--- config.mk ---
export PLATFORM = sky130hd
export DESIGN_NAME = oled_cmd_seq
export DESIGN_NICKNAME = d
export VERILOG_FILES = /design/src/rtl/oled_cmd_seq.sv
export SDC_FILE = /design/constraint.sdc
export NUM_CORES = 1
export LEC_CHECK = 0
export ABC_AREA = 1
export BUFFER_PORTS_ARGS = -buffer_cell sky130_fd_sc_hd__clkbuf_2
export CORE_MARGIN = 8
export CORE_UTILIZATION = 60
export CTS_CLUSTER_DIAMETER = 80
export DETAILED_ROUTE_END_ITERATION = 7
export GPL_TIMING_DRIVEN = 0
export HOLD_SLACK_MARGIN = 0.15
export PLACE_DENSITY = 0.78
export REMOVE_ABC_BUFFERS = 1
export SLEW_MARGIN = 30
export SYNTH_ARGS = -nofsm -noshare
export SYNTH_HDL_FRONTEND = slang
export SYNTH_SLANG_ARGS = --single-unit
--- constraint.sdc ---
create_clock -name clk -period 2.6 [get_ports clk]
set_input_delay 0 -clock clk [delete_from_list [all_inputs] [get_ports clk]]
set_output_delay 0 -clock clk [all_outputs]
set_load 0.01 [all_outputs]
--- src/rtl/oled_cmd_seq.sv ---
// SSD1306-class command sequencer: replays the power-up init or power-down
// command list through the SPI byte master using a request/done handshake.
module oled_cmd_seq #(
  parameter logic [7:0]  CONTRAST    = 8'hCF,
  parameter logic [19:0] POWERUP_DLY = 20'd100000,
  parameter logic [19:0] OFF_DLY     = 20'd100000,
  parameter logic [15:0] TIMEOUT     = 16'd4096,
  parameter bit          AUTO_INIT   = 1'b1
) (
  input  logic       clk,
  input  logic       reset,
  input  logic       start,
  input  logic       mode,
  input  logic       send_done,
  output logic       spi_send,
  output logic [7:0] spi_data,
  output logic       dc,
  output logic       busy,
  output logic       init_done,
  output logic       off_done,
  output logic       err
);

  localparam logic [19:0] DLY_MAX = (POWERUP_DLY > OFF_DLY) ? POWERUP_DLY : OFF_DLY;
  localparam int unsigned DW      = (DLY_MAX > 20'd1) ? $clog2(DLY_MAX) : 1;
  localparam int unsigned TW      = (TIMEOUT > 16'd1) ? $clog2(TIMEOUT) : 1;
  localparam int unsigned IW      = 4;

  localparam logic [DW-1:0] PU_LAST  = DW'(POWERUP_DLY - 20'd1);
  localparam logic [DW-1:0] OFF_LAST = DW'(OFF_DLY - 20'd1);
  localparam logic [TW-1:0] TO_LAST  = TW'(TIMEOUT - 16'd1);
  localparam logic [IW-1:0] INIT_LAST = IW'(10);
  localparam logic [IW-1:0] OFF_IDX_LAST = IW'(2);

  typedef enum logic [2:0] {IDLE, DLY, SEND, GAP, DONE, ERR} state_t;

  state_t        state, state_n;
  logic          mode_q, mode_n;
  logic [IW-1:0] idx, idx_n;
  logic [DW-1:0] dly_cnt, dly_n;
  logic [TW-1:0] to_cnt, to_n;
  logic [7:0]    spi_data_n;
  logic          spi_send_n, busy_n, init_n, off_n, err_n;
  logic          auto_pend, auto_n;
  logic          go, go_mode;

  // Command tables; power-down entries beyond index 2 are never addressed
  function automatic logic [7:0] tbl(input logic m, input logic [IW-1:0] i);
    logic [7:0] b;
    b = 8'h00;
    if (!m) begin
      case (i)
        4'd0:    b = 8'hAE;
        4'd1:    b = 8'hD5;
        4'd2:    b = 8'h80;
        4'd3:    b = 8'h8D;
        4'd4:    b = 8'h14;
        4'd5:    b = 8'h81;
        4'd6:    b = CONTRAST;
        4'd7:    b = 8'hD9;
        4'd8:    b = 8'hF1;
        4'd9:    b = 8'hA0;
        4'd10:   b = 8'hAF;
        default: b = 8'h00;
      endcase
    end else begin
      case (i)
        4'd0:    b = 8'hAE;
        4'd1:    b = 8'h8D;
        4'd2:    b = 8'h10;
        default: b = 8'h00;
      endcase
    end
    return b;
  endfunction

  assign dc = 1'b0;

  always_ff @(posedge clk) begin
    if (reset) begin
      state     <= IDLE;
      mode_q    <= 1'b0;
      idx       <= '0;
      dly_cnt   <= '0;
      to_cnt    <= '0;
      spi_send  <= 1'b0;
      spi_data  <= 8'h00;
      busy      <= 1'b0;
      init_done <= 1'b0;
      off_done  <= 1'b0;
      err       <= 1'b0;
      auto_pend <= AUTO_INIT;
    end else begin
      state     <= state_n;
      mode_q    <= mode_n;
      idx       <= idx_n;
      dly_cnt   <= dly_n;
      to_cnt    <= to_n;
      spi_send  <= spi_send_n;
      spi_data  <= spi_data_n;
      busy      <= busy_n;
      init_done <= init_n;
      off_done  <= off_n;
      err       <= err_n;
      auto_pend <= auto_n;
    end
  end

  // Next state; every output is registered from its *_n value
  always_comb begin
    state_n    = state;
    mode_n     = mode_q;
    idx_n      = idx;
    dly_n      = dly_cnt;
    to_n       = to_cnt;
    spi_data_n = spi_data;
    init_n     = init_done;
    off_n      = off_done;
    err_n      = err;
    auto_n     = 1'b0;
    go         = (start || auto_pend);
    go_mode    = auto_pend ? 1'b0 : mode;

    case (state)
      IDLE, DONE, ERR: begin
        if (go) begin
          mode_n = go_mode;
          idx_n  = '0;
          dly_n  = '0;
          to_n   = '0;
          init_n = 1'b0;
          off_n  = 1'b0;
          err_n  = 1'b0;
          if (!go_mode && POWERUP_DLY != 20'd0) begin
            state_n = DLY;
          end else begin
            state_n    = SEND;
            spi_data_n = tbl(go_mode, '0);
          end
        end
      end
      DLY: begin
        if (dly_cnt == (mode_q ? OFF_LAST : PU_LAST)) begin
          dly_n = '0;
          if (!mode_q) begin
            state_n    = SEND;
            to_n       = '0;
            spi_data_n = tbl(1'b0, idx);
          end else begin
            state_n = DONE;
            off_n   = 1'b1;
          end
        end else begin
          dly_n = dly_cnt + DW'(1);
        end
      end
      SEND: begin
        if (send_done) begin
          if (idx == (mode_q ? OFF_IDX_LAST : INIT_LAST)) begin
            if (!mode_q) begin
              state_n = DONE;
              init_n  = 1'b1;
            end else if (OFF_DLY != 20'd0) begin
              state_n = DLY;
              dly_n   = '0;
            end else begin
              state_n = DONE;
              off_n   = 1'b1;
            end
          end else begin
            idx_n   = idx + IW'(1);
            state_n = GAP;
          end
        end else if (TIMEOUT != 16'd0 && to_cnt == TO_LAST) begin
          state_n = ERR;
          err_n   = 1'b1;
        end else begin
          to_n = to_cnt + TW'(1);
        end
      end
      GAP: begin
        state_n    = SEND;
        to_n       = '0;
        spi_data_n = tbl(mode_q, idx);
      end
      default: state_n = IDLE;
    endcase

    spi_send_n = (state_n == SEND);
    busy_n     = (state_n == DLY) || (state_n == SEND) || (state_n == GAP);
  end

endmodule

== After elaboration in Yosys (flattened, before gate mapping) ==
Memories as Yosys holds them, arrays and structs flattened. A register that Yosys moved wholly into a read port is not among the register bits.
Cells that the tools add are included.
Cells by class
  shift-type cells: 0
  $lt $le $gt $ge: 0
  add/subtract/negate cells: 3
  divide/modulo/power cells: 0
  $mul: 0
  equal/unequal tests: 26
  reduce and logical (&&, ||, !) cells: 19
  bitwise logic cells: 0
  muxes and demuxes: 50
Operators with widths (count)
  17-bit 2-to-1 mux: 5
  12-bit 2-to-1 mux: 5
  17-bit case mux with 3 select lines: 1
  12-bit case mux with 4 select lines: 1
  8-bit case mux with 3 select lines: 2
  8-bit 2-to-1 mux: 5
  4-bit 2-to-1 mux: 8
  2-bit inequality test (second input constant): 13
  3-bit 2-to-1 mux: 7
  17-bit by 1-bit adder with 17-bit output (second input constant): 1
  17-bit equality test (second input constant): 1
  5-bit AND reduction: 3
  12-bit by 1-bit adder with 12-bit output (second input constant): 1
  12-bit equality test (second input constant): 1
  3-bit by 2-bit equality test with 1-bit output (second input constant): 4
  3-bit case mux with 4 select lines: 1
  4-bit AND reduction: 3
  1-bit 2-to-1 mux: 10
  4-bit case mux with 2 select lines: 1
  3-bit by 1-bit equality test with 1-bit output (second input constant): 2
  3-bit equality test (second input constant): 2
  1-bit case mux with 2 select lines: 3
  6-bit AND reduction: 1
  3-bit nonzero test: 2
  other kinds (12): 15
Storage, ports and cells
  input port bits: 5
  memories kept: 2
  logic and storage cells: 112
  memory bits (writable): 0
  latch bits: 0
  bits in read-only memories: 256
  bits in registers: 51
Memories
  (name not given): depth 16, bits a word 8, rd ports 1, clocked after memory_dff 1, wr ports 0, line 52  | case (i)
  (name not given): depth 16, bits a word 8, rd ports 1, clocked after memory_dff 1, wr ports 0, line 52

== Depth between registers and ports, before layout ==
  depth in word-level cells: 8
  mapped depth: 16

== Worst setup path after synthesis ==
Ideal clock, no wire load.
  path kind: reg2reg
  start point: register idx[0]
  end point: register (tool-made name)
  path slack: 0.584 ns
  cell stages (with the launch flop): 15
  arrival time: 1.895 ns
  setup time: 0.122 ns
  period minus slack after synthesis: 2.016 ns
  required time: 2.478 ns
  cells stage by stage: dfxtp_1 > inv_1 > ha_1 > inv_1 > nor2_1 > nand3_1 > nand2_1 > nand2_2 > nand2_2 > o21ai_0 > nand2_1 > ha_1 > inv_1 > nand4_1 > nand3_1
RTL lines
  start: declaration: line 39  | logic [IW-1:0] idx, idx_n;
  start signal: assignment: line 96  | idx <= idx_n;

==> reports/metrics.cfg <==
[clock_tree]
clk_root_buffer_cell=clkbuf_8
clock_latency_ns=0.36
cts.clk_slew.worst_paths_ns=0.08
tritoncts=built
clock_path_buffers=2
numCtsBuffers=9
cts-htree-levels=3
clock_sinks=59
number_of_buffers_inserted_to_repair_setup_after_cts=0

[timing]
worst_clock_skew_ns=0.0101
rsz0062_at_grt=no
worst-slew-pin-transition_ns=0.758
report.final.hold_viol_count=0
finalWorstPathRequiredPeriod_ns=2.32
maxSlewViolCount=0
achievable-frequency_mhz=431
setup_total_negative_slack_ns=0
hold-worst-slack_ns=0.315
timing.max_slew.rel_slack=0.495
period_share=0.892
setup_viol=0

[synth]
yosys_register_bits=59
async_flop_share=0
yosys.area.top_type_share=0.329
ys_seq_area_frac=0.329
synthCells=530
post_synth_main_area_contributors=dfxtp_1, nand2_1, nand3_1
synthDominantAreaCellType=dfxtp_1
ys.flop_type=dfxtp_1
avgSynthCellArea_um2=6.76
ys_types=43
synth.cell_area_um2=3580
yosys_warnings=0
synth_edf_count=0

[critical_path]
wp_data_required_ns=2.83
worstSetupStartpoint=idx[0]
startpoint_types=flip-flop
worst_r2r_path_depth=14
setup.worst_path.class=reg -> reg
cp-end-kind=flip-flop
critical_path_arrival_ns=2.55
timing.reg2reg.setup_slack_ns=0.28
crit-reg2reg-launch=idx[0]
crit_fanout=6

[final_layout]
layout.filler_cells=522
fin_nets=562
layout.cells.most_common=nand2_1
most-common-layout-cells=nand2_1, nor2_1, dfxtp_1
final_layout_size_suffix_gt1_frac=0.142
syn2layout_area_growth_pct=8.52
antenna_cells=0

[power_and_ir_drop]
power.ir.vdd_worst_uv=523
power_density_over_the_cells_nw_per_um2=636
p_leak_nw=1.57

[die]
initial_core_util=0.613
die-width_um=93.3
num_rows=28
core_area_um2=5850
die_area_um2=8700
num_io_pins=19
die_height_um=93.3

[placed_design]
gpl.final_weighted_congestion=0.966
numPortBuffers=17
hpwlAfterDp_mm=5.90

[global_route]
overflow=0
grt_antenna_before_repair=0
grt_max_degree=32
global_route_wire_length_before_repair_mm=14.3
globalRouteTotalUtil=0.200
first_global_vias=3211

[detailed_routing]
wl_per_cell_um=13.6
totalWireLength_mm=8.53
drt_iter0_drc=222
vias_per_cell=5.58
dr.pass1.iters=5
drt.antenna.violating_nets=0
num_vias=3488
drc=0

[hold_path]
class_of_the_worst_hold_path=in -> reg

[status]
status=finished clean

[job]
maxCapViolCount=0

report_power, final:
group          internal [mW]  total [mW]  leakage, nW  switching, mW
clock network          0.468       0.861       0.0987          0.393
registers              0.993        1.05        0.481         0.0618
logic                  0.174       0.559        0.992          0.385
repair_timing:
item | CTS | global route
endpoints found under the setup margin | 0 | 6
gates resized for setup | 0 | 2
endpoints found under the hold margin | 4 | 0
hold buffers | 3 | 0
cell usage after synthesis (2+ instances only):
cell / n
inv_2: 7
nand3_1: 54
a21oi_1: 28
xnor2_1: 2
a21oi_2: 2
o21ai_0: 18
nor2_2: 4
a31oi_1: 6
nand3_2: 5
buf_2: 4
xor2_1: 7
nand2_4: 3
nand2_2: 12
clkbuf_1: 4
nand2_1: 117
nor3b_1: 3
nor3_1: 13
nor2_1: 71
nand4_1: 18
o211ai_1: 3
buf_4: 3
nor2_4: 3
nand3b_1: 3
inv_1: 48
ha_1: 12
dfxtp_1: 59
buf_6: 5
per-layer routing:
| metal | vias up | share of wire | track usage |
|---|---|---|---|
| met5 | - | 0 | 0 |
| met2 | 95 | 0.49 | 0.334 |
| met3 | 24 | 0.046 | 0.0441 |
| met4 | 0 | 0.034 | 0.114 |
| met1 | 1601 | 0.43 | 0.230 |
| li1 | 1768 | - | - |
worst min-delay path by stage:
stage / from / to / slack [ns] / cells after the start
floorplan: reset / auto_pend / 0.03 / 0
global placement: spi_send / spi_send / 0.39 / 1
detailed placement: spi_send / spi_send / 0.39 / 1
CTS: reset / auto_pend / 0.31 / 1
global route: reset / auto_pend / 0.35 / 1
finish: reset / auto_pend / 0.31 / 1
per-stage QoR:
| stage | total power, mW | cells | util | setup slack (ns) | area (µm²) |
|---|---|---|---|---|---|
| after floorplan | 1.46 | 514 | - | 0.562 | 3470 |
| after global placement | 1.60 | 606 | 0.624 | 0.0994 | 3650 |
| after detailed placement | 1.62 | 606 | 0.624 | 0.0591 | 3650 |
| after CTS | 2.47 | 625 | 0.663 | 0.173 | 3880 |
| after global routing | 2.59 | 625 | 0.665 | 0.0479 | 3890 |
| final | 2.47 | 625 | 0.665 | 0.280 | 3890 |
area by class of cell:
cell class,count,area (µm²),area share
clock buffers,10,138,0.0354
multi-input cells,397,2070,0.533
repair buffers,20,115,0.0296
flip-flops and latches,59,1180,0.304
well taps,75,93.8,0.0241
inverters,58,224,0.0576
clock inverters,6,63.8,0.0164
logic make-up after synthesis:
| logic type | count (synthesis) | synth area share |
|---|---|---|
| and+or+nand+nor | 312 | 0.413 |
| buffers and inverters | 74 | 0.0942 |
| AOI/OAI and AO/OA | 63 | 0.0984 |
| DFF | 59 | 0.329 |
| adders and majority gates | 12 | 0.0419 |
| xor gates and xnor gates | 9 | 0.0220 |
| other | 1 | 0.00105 |
critical path, stage by stage (launching register included):
cell	delay, ns
dfxtp_1	0.43
inv_1	0.12
ha_1	0.24
inv_1	0.06
nor2_1	0.03
nand3_1	0.09
nand2_1	0.11
nand2_2	0.12
nand2_2	0.09
o21ai_1	0.23
nand2_2	0.13
ha_1	0.30
inv_1	0.04
nand4_1	0.09
nand3_1	0.11
Power figures use the tool's default switching activity.
